### src/rtl/fx_mac_lanes.sv
// fx_mac_lanes: LANES parallel signed fixed-point dot-product engines with frame control,
// rounding, saturation and a valid/ready result port. Define FX_MAC_LANES_RELU_EN for ReLU.
module fx_mac_lanes #(
  parameter int WIDTH    = 8,
  parameter int FRACTION = 4,
  parameter int LANES    = 4,
  parameter int KMAX     = 9
) (
  input  logic                     clk_i,
  input  logic                     rst_i,
  input  logic                     vld_i,
  output logic                     rdy_o,
  input  logic                     last_i,
  input  logic [LANES*WIDTH-1:0]   win,
  input  logic [LANES*WIDTH-1:0]   din,
  input  logic [1:0]               rnd_mode_i,
  output logic [LANES*WIDTH-1:0]   acc_o,
  output logic [LANES-1:0]         sat_o,
  output logic                     kovf_o,
  output logic                     vld_o,
  input  logic                     rdy_i
);
  localparam int WA = 2*WIDTH + $clog2(KMAX) + 1;
  localparam int CW = $clog2(KMAX + 1);
  localparam logic [CW-1:0] KMAX_C = CW'(KMAX);
  localparam logic signed [WA:0] SAT_MAX = {{(WA-WIDTH+2){1'b0}}, {(WIDTH-1){1'b1}}};
  localparam logic signed [WA:0] SAT_MIN = {{(WA-WIDTH+2){1'b1}}, {(WIDTH-1){1'b0}}};

  localparam logic [1:0] ST_ACC   = 2'd0;
  localparam logic [1:0] ST_DRAIN = 2'd1;
  localparam logic [1:0] ST_FIN   = 2'd2;
  localparam logic [1:0] ST_HOLD  = 2'd3;

  logic [1:0]    r_state;
  logic [CW-1:0] r_cnt;
  logic          r_kovf;
  logic          r_kovf_o;
  logic          r_vld;
  logic          w_accept;
  logic          w_clr;
  logic          w_fin;
  logic          w_kmax;
  logic [CW-1:0] w_cnt_nx;

  assign rdy_o    = (r_state == ST_ACC) & ~rst_i;
  assign w_accept = vld_i & rdy_o;
  assign w_cnt_nx = r_cnt + 1'b1;
  assign w_kmax   = (w_cnt_nx == KMAX_C);
  assign w_fin    = (r_state == ST_FIN);
  assign w_clr    = (r_state == ST_HOLD) & rdy_i;
  assign kovf_o   = r_kovf_o;
  assign vld_o    = r_vld;

  always_ff @(posedge clk_i) begin
    if (rst_i) begin
      r_state  <= ST_ACC;
      r_cnt    <= '0;
      r_kovf   <= 1'b0;
      r_kovf_o <= 1'b0;
      r_vld    <= 1'b0;
    end else begin
      case (r_state)
        ST_ACC: begin
          if (w_accept) begin
            r_cnt <= w_cnt_nx;
            if (last_i || w_kmax) r_state <= ST_DRAIN;
            if (w_kmax && !last_i) r_kovf <= 1'b1;
          end
        end
        // One idle cycle lets the final registered product reach the accumulator.
        ST_DRAIN: r_state <= ST_FIN;
        ST_FIN: begin
          r_kovf_o <= r_kovf;
          r_vld    <= 1'b1;
          r_state  <= ST_HOLD;
        end
        default: begin
          if (rdy_i) begin
            r_vld   <= 1'b0;
            r_cnt   <= '0;
            r_kovf  <= 1'b0;
            r_state <= ST_ACC;
          end
        end
      endcase
    end
  end

  for (genvar gi = 0; gi < LANES; gi++) begin : g_lane
    logic signed [WIDTH-1:0]   w_w;
    logic signed [WIDTH-1:0]   w_d;
    logic signed [2*WIDTH-1:0] w_prod;
    logic signed [2*WIDTH-1:0] r_prod;
    logic signed [WA-1:0]      r_acc;
    logic signed [WA-1:0]      w_shift;
    logic signed [WA:0]        w_rnd;
    logic                      w_g;
    logic                      w_s;
    logic                      w_lsb;
    logic                      w_inc;
    logic                      w_hi;
    logic                      w_lo;
    logic [WIDTH-1:0]          w_clip;
    logic [WIDTH-1:0]          w_res;
    logic [WIDTH-1:0]          r_res;
    logic                      r_sat;

    assign w_w     = win[gi*WIDTH +: WIDTH];
    assign w_d     = din[gi*WIDTH +: WIDTH];
    assign w_prod  = w_w * w_d;
    assign w_shift = r_acc >>> FRACTION;
    assign w_g     = r_acc[FRACTION-1];
    assign w_lsb   = r_acc[FRACTION];

    if (FRACTION > 1) begin : g_sticky
      assign w_s = |r_acc[FRACTION-2:0];
    end else begin : g_no_sticky
      assign w_s = 1'b0;
    end

    always_comb begin
      w_inc = w_g;
      case (rnd_mode_i)
        2'd0:    w_inc = 1'b0;
        2'd2:    w_inc = w_g & (w_s | w_lsb);
        default: w_inc = w_g;
      endcase
    end

    assign w_rnd  = {w_shift[WA-1], w_shift} + {{WA{1'b0}}, w_inc};
    assign w_hi   = w_rnd > SAT_MAX;
    assign w_lo   = w_rnd < SAT_MIN;
    assign w_clip = w_hi ? SAT_MAX[WIDTH-1:0] : (w_lo ? SAT_MIN[WIDTH-1:0] : w_rnd[WIDTH-1:0]);

`ifdef FX_MAC_LANES_RELU_EN
    assign w_res = w_clip[WIDTH-1] ? '0 : w_clip;
`else
    assign w_res = w_clip;
`endif

    always_ff @(posedge clk_i) begin
      if (rst_i) begin
        r_prod <= '0;
        r_acc  <= '0;
        r_res  <= '0;
        r_sat  <= 1'b0;
      end else begin
        r_prod <= w_accept ? w_prod : '0;
        if (w_clr) r_acc <= '0;
        else       r_acc <= r_acc + {{(WA-2*WIDTH){r_prod[2*WIDTH-1]}}, r_prod};
        if (w_fin) begin
          r_res <= w_res;
          r_sat <= w_hi | w_lo;
        end
      end
    end

    assign acc_o[gi*WIDTH +: WIDTH] = r_res;
    assign sat_o[gi]                = r_sat;
  end

endmodule

### config.mk
export PLATFORM = sky130hd
export DESIGN_NAME = fx_mac_lanes
export DESIGN_NICKNAME = d
export VERILOG_FILES = /design/src/rtl/fx_mac_lanes.sv
export SDC_FILE = /design/constraint.sdc
export NUM_CORES = 1
export LEC_CHECK = 0
export BUFFER_PORTS_ARGS = -buffer_cell sky130_fd_sc_hd__buf_2
export CORE_ASPECT_RATIO = 0.9
export CORE_MARGIN = 2
export CORE_UTILIZATION = 35
export CTS_CLUSTER_DIAMETER = 100
export DETAILED_ROUTE_END_ITERATION = 10
export PLACE_DENSITY = 0.48
export SYNTH_ARGS = -nofsm -noshare
export SYNTH_HDL_FRONTEND = slang
export SYNTH_SLANG_ARGS = --single-unit
### constraint.sdc
create_clock -name clk_i -period 5.5 [get_ports clk_i]
set_clock_uncertainty 0.2 [all_clocks]
set_input_delay 0 -clock clk_i [delete_from_list [all_inputs] [get_ports clk_i]]
set_output_delay 0 -clock clk_i [all_outputs]
set_load 0.02 [all_outputs]
After elaboration in Yosys (flattened, before gate mapping) --
Cells that the tools add are included.
Storage, ports and cells: bits in registers 193, bits in latches 0, bits in writable memories 0, ROM bits 0, input bits 71, word-level logic and storage cells 113, memories kept 0
Operators by class: add/subtract/negate cells 9, $mul 4, divide/modulo/power cells 0, magnitude comparators 8, equality and inequality tests 8, shift operators 0, muxes and demuxes 24, bitwise logic cells 19, reduce and logical (&&, ||, !) cells 20
Operator list (number):
- adder 21 bit | 4
- adder 17 x 2 -> 18 bit | 4
- > comparator 18 x 8 -> 1 bit (second input constant) | 4
- less-than comparator 18 x 8 -> 1 bit (second input constant) | 4
- multiplier 8 x 8 -> 16 bit | 4
- 2-to-1 mux 8 bit | 8
- case mux 1 bit (2 select lines) | 6
- OR reduction 3 bit | 4
- 2-to-1 mux 4 bit | 2
- OR 1 bit | 8
- case mux 4 bit (2 select lines) | 1
- OR reduction 2 bit | 4
- AND 1 bit | 7
- == test 2 bit (second input constant) | 3
- 2-to-1 mux 2 bit | 3
- case mux 2 bit (3 select lines) | 1
- AND reduction 3 bit | 2
- adder 4 x 1 -> 4 bit (second input constant) | 1
- == test 4 bit (second input constant) | 1
- zero test 2 bit | 2
- inequality test 2 x 1 -> 1 bit (second input constant) | 2
- NOT 1 bit | 4
- AND reduction 4 bit | 1
- nonzero test 2 bit | 2
- other kinds (8) | 10

Depth between registers and ports, before layout --
depth after elaboration 8, gate-level depth with buffers 17, depth with buffers taken out 17

Least setup slack after synthesis --
Ideal clock, no wire load.
path kind in2reg, start point input win[1], end point register g_lane[0].r_prod[14], data arrival time 3.854 ns, required time 5.172 ns, slack 1.318 ns, stages 15, path buffers 0, path through and2_1 fa_1 fa_1 inv_1 fa_1 fa_1 inv_1 ha_1 a21o_1 a21oi_1 o21bai_1 a2111o_1 a41oi_1 xor2_1 nor2_1
On the way: cells in the longest elaborated chain, start to end 1
Ends and longest elaborated chain:
- from (decl) | RTL line 14 | input logic [LANES*WIDTH-1:0] win,
- multiplier 8 x 8 -> 16 bit | RTL line 110 | assign w_prod = w_w * w_d;
- to (signal assigned) | RTL line 148 | r_prod <= w_accept ? w_prod : '0;
- to (decl) | RTL line 93 | logic signed [2*WIDTH-1:0] r_prod;
No other way between the ends. A chain may end at the register's enable or synchronous reset.

Worst setup path after layout --
start point input win[1], end point register g_lane[0].r_prod[15]
The elaborated chain is that of the path after synthesis.

==> flow_summary.json <==
{
  "synth-seq-area-share": 0.1841,
  "hold_buffers": 22,
  "final_area_mm2": 0.02325,
  "hp-start": "din[26]",
  "synth_cell_types": 83,
  "antenna_found_initial": 1,
  "crit_path_start_kind": "input port",
  "r2r-start": "g_lane[0].r_acc[1]$_SDFF_PP0_",
  "drv_slew": 0,
  "die_area_mm2": 0.06192,
  "synth_edf_count": 0,
  "fmax_ghz": 0.2137,
  "die_w_um": 262.1,
  "setup_viol": 0,
  "design.core.area_mm2": 0.05956,
  "synth_top_flop_cell": "dfxtp_1",
  "post-route-min-period_ns": 4.680,
  "post_cts_buffers": 0,
  "rsz0062_at_grt": "no",
  "cp-startpoint": "win[1]",
  "start_util": 0.3523,
  "ys_ff_latch": 193,
  "grt_max_degree": 43,
  "grt_pass1_vias": 16870,
  "finalNetCount": 3035,
  "drc": 0,
  "min_path_type": "in -> reg",
  "numCtsBuffers": 17,
  "routed_wl_um": 50120,
  "timing.final.crit_share": 0.8510,
  "cts.clk_slew.worst_paths_ns": 0.07,
  "gp_congestion": 0.8167,
  "overflow": 0,
  "io_buffers": 109,
  "postRouteAntennaNets": 0,
  "io_pins": 110,
  "cts_tree": "built",
  "p_seq_frac": 0.237,
  "relSlewSlack": 0.3599,
  "endpoint_kind": "register",
  "hpwl_um": 40810,
  "dieHeight_um": 236.3,
  "r2r-end": "g_lane[0].r_res[4]$_SDFFE_PP0P_",
  "worstSkewPairLatency_ns": 0.45,
  "r2r_slack_ns": 1.87,
  "hold_viol_final": 0,
  "clock_tree.buffer_depth": 2,
  "path_class": "in -> reg",
  "synth_warnings": 0,
  "placementRows": 85,
  "antenna_cells": 0,
  "placed_area_mm2": 0.02238,
  "max_cap_violations": 0,
  "crit_fanout": 8,
  "synth_nets": 2921,
  "firstDrtPassIters": 5,
  "pre_cts_slack_ns": 0.8907,
  "status": "finished, final reports clean",
  "ctsResizeCount": 0,
  "synth_area_per_cell_um2": 8.684,
  "power_w": 0.008915,
  "async_flop_share": 0,
  "switchingPower_w": 0.004034,
  "endpoint": "g_lane[0].r_prod[15]$_SDFF_PP0_",
  "drive_above_1_share": 0.07314,
  "critPathArrivalTime_ns": 4.81,
  "gr-usage-all-layers": 0.1674,
  "p_int_w": 0.004881,
  "vias_per_cell": 5.023,
  "area_growth_syn_to_layout_pct": 10.82,
  "peakVddDrop_uv": 275.1,
  "drt_iter0_drc": 721,
  "mostFrequentLayoutCell": "inv_1",
  "root_buffer": "clkbuf_16",
  "crit_required_ns": 5.63,
  "fin_ws_ns": 0.8198,
  "num_vias": 16710,
  "p_leak_nw": 10.83,
  "p_sw_frac": 0.4525,
  "synthesis.area_mm2": 0.02098,
  "wire_per_inst_um": 15.07,
  "synthCells": 2416,
  "p_per_area_mw_per_mm2": 383.4,
  "tns_ns": 0,
  "clkPwrFrac": 0.156,
  "final_cell_mix": "inv_1 (366), fa_1 (224), ha_1 (210), dfxtp_1 (193), and2_1 (186)",
  "worstMarginPinSlew_ns": 0.9602,
  "reg2reg_depth": 11,
  "cts.sinks": 193,
  "grt_pass1_wl_um": 84950,
  "pwr-share-comb": 0.607,
  "cts_max_level": 4
}
[synth_stat cells, types with 10 or more instances]
cell,number,area [um2]
inv_1,366,1374
nand4_1,21,131.4
a31oi_1,13,81.33
nand2b_1,32,200.2
and3_1,35,219.0
a21oi_1,104,520.5
nor2_1,162,608.1
o21ai_0,65,325.3
dfxtp_1,193,3864
ha_1,210,2628
o211ai_1,18,135.1
or3_1,19,118.9
clkbuf_1,30,112.6
fa_1,224,4484
o21a_1,38,285.3
xnor2_1,64,560.5
a21o_1,30,225.2
nand2_1,149,559.3
nor4_1,10,62.56
a211oi_1,33,247.7
xor2_1,58,508.0
nor2b_1,46,287.8
a211o_1,12,105.1
nor3_1,62,310.3
a2111oi_0,14,122.6
o31ai_1,10,75.07
and2_1,186,1164
nor3b_1,10,75.07
nand3_1,60,300.3
[through the flow]
step	util	cells	hold WS, ns
final	0.3904	3326	0.003431
after global routing	0.3904	3326	0.02507
after CTS	0.3904	3326	0.001380
after detailed placement	0.3758	3272	0.1842
after global placement	0.3758	3272	0.1874
after floorplan	-	2416	-0.05410
[logic make-up after synthesis]
logic type	Yosys count	synth area share
mux	15	0.007514
fa+ha+maj	434	0.3390
xor+xnor	122	0.05093
buf+inv	409	0.07442
compound gates	419	0.1378
flops	193	0.1841
simple gates	824	0.2062
[state kept, by name (all words and copies together), names as in the netlist]
name	flops
kovf_o	1
r_kovf	1
g_lane.r_sat	4
r_state	2
g_lane.r_acc	84
g_lane.r_prod	64
r_cnt	4
vld_o	1
g_lane.r_res	32
[worst min-delay path by stage]
stage / to / cells after the start
after detailed placement: g_lane[0].r_prod[0]$_SDFF_PP0_ / 2
after CTS: g_lane[1].r_prod[1]$_SDFF_PP0_ / 4
after floorplan: g_lane[0].r_prod[0]$_SDFF_PP0_ / 1
after global routing: g_lane[3].r_prod[1]$_SDFF_PP0_ / 4
final: g_lane[3].r_prod[2]$_SDFF_PP0_ / 4
after global placement: g_lane[0].r_prod[0]$_SDFF_PP0_ / 2
[metal layers]
metal,share of wire,GRT usage,vias to the layer above
met1,0.51,0.2454,8183
met2,0.45,0.2647,182
met3,0.032,0.02181,28
met4,0.0071,0.02842,0
li1,-,-,8315
met5,0,0,-
[area by class of cell]
cell class / count / area [um2]
fill: 6166 / 36310
multi-input combinational: 1814 / 15570
sequential: 193 / 3864
inverter: 366 / 1374
tap: 783 / 979.7
timing repair buffer: 138 / 818.3
clock buffer: 23 / 498.0
clock inverter: 9 / 151.4
[critical path, cell delays in order]
cell	delay (ns)
dlygate4sd3_1	0.53
buf_2	0.16
and2_1	0.18
fa_1	0.45
fa_1	0.54
inv_1	0.05
fa_1	0.46
fa_1	0.54
inv_1	0.04
ha_1	0.32
a21o_1	0.20
a2111oi_0	0.63
nor3_1	0.17
nor3_1	0.26
o21ai_0	0.12
nor3b_1	0.15
[power groups by stage]
stage	combinational (W)	clock, W	sequential, W
6_report	0.00541	0.00139	0.00211
5_1_grt	0.00630	0.00149	0.00217
4_1_cts	0.00550	0.00144	0.00211
3_5_place_dp	0.00544	0	0.00214
3_3_place_gp	0.00541	0	0.00214
2_1_floorplan	0.00423	0	0.00206
Note: power is estimated with default switching activity, not from simulation.
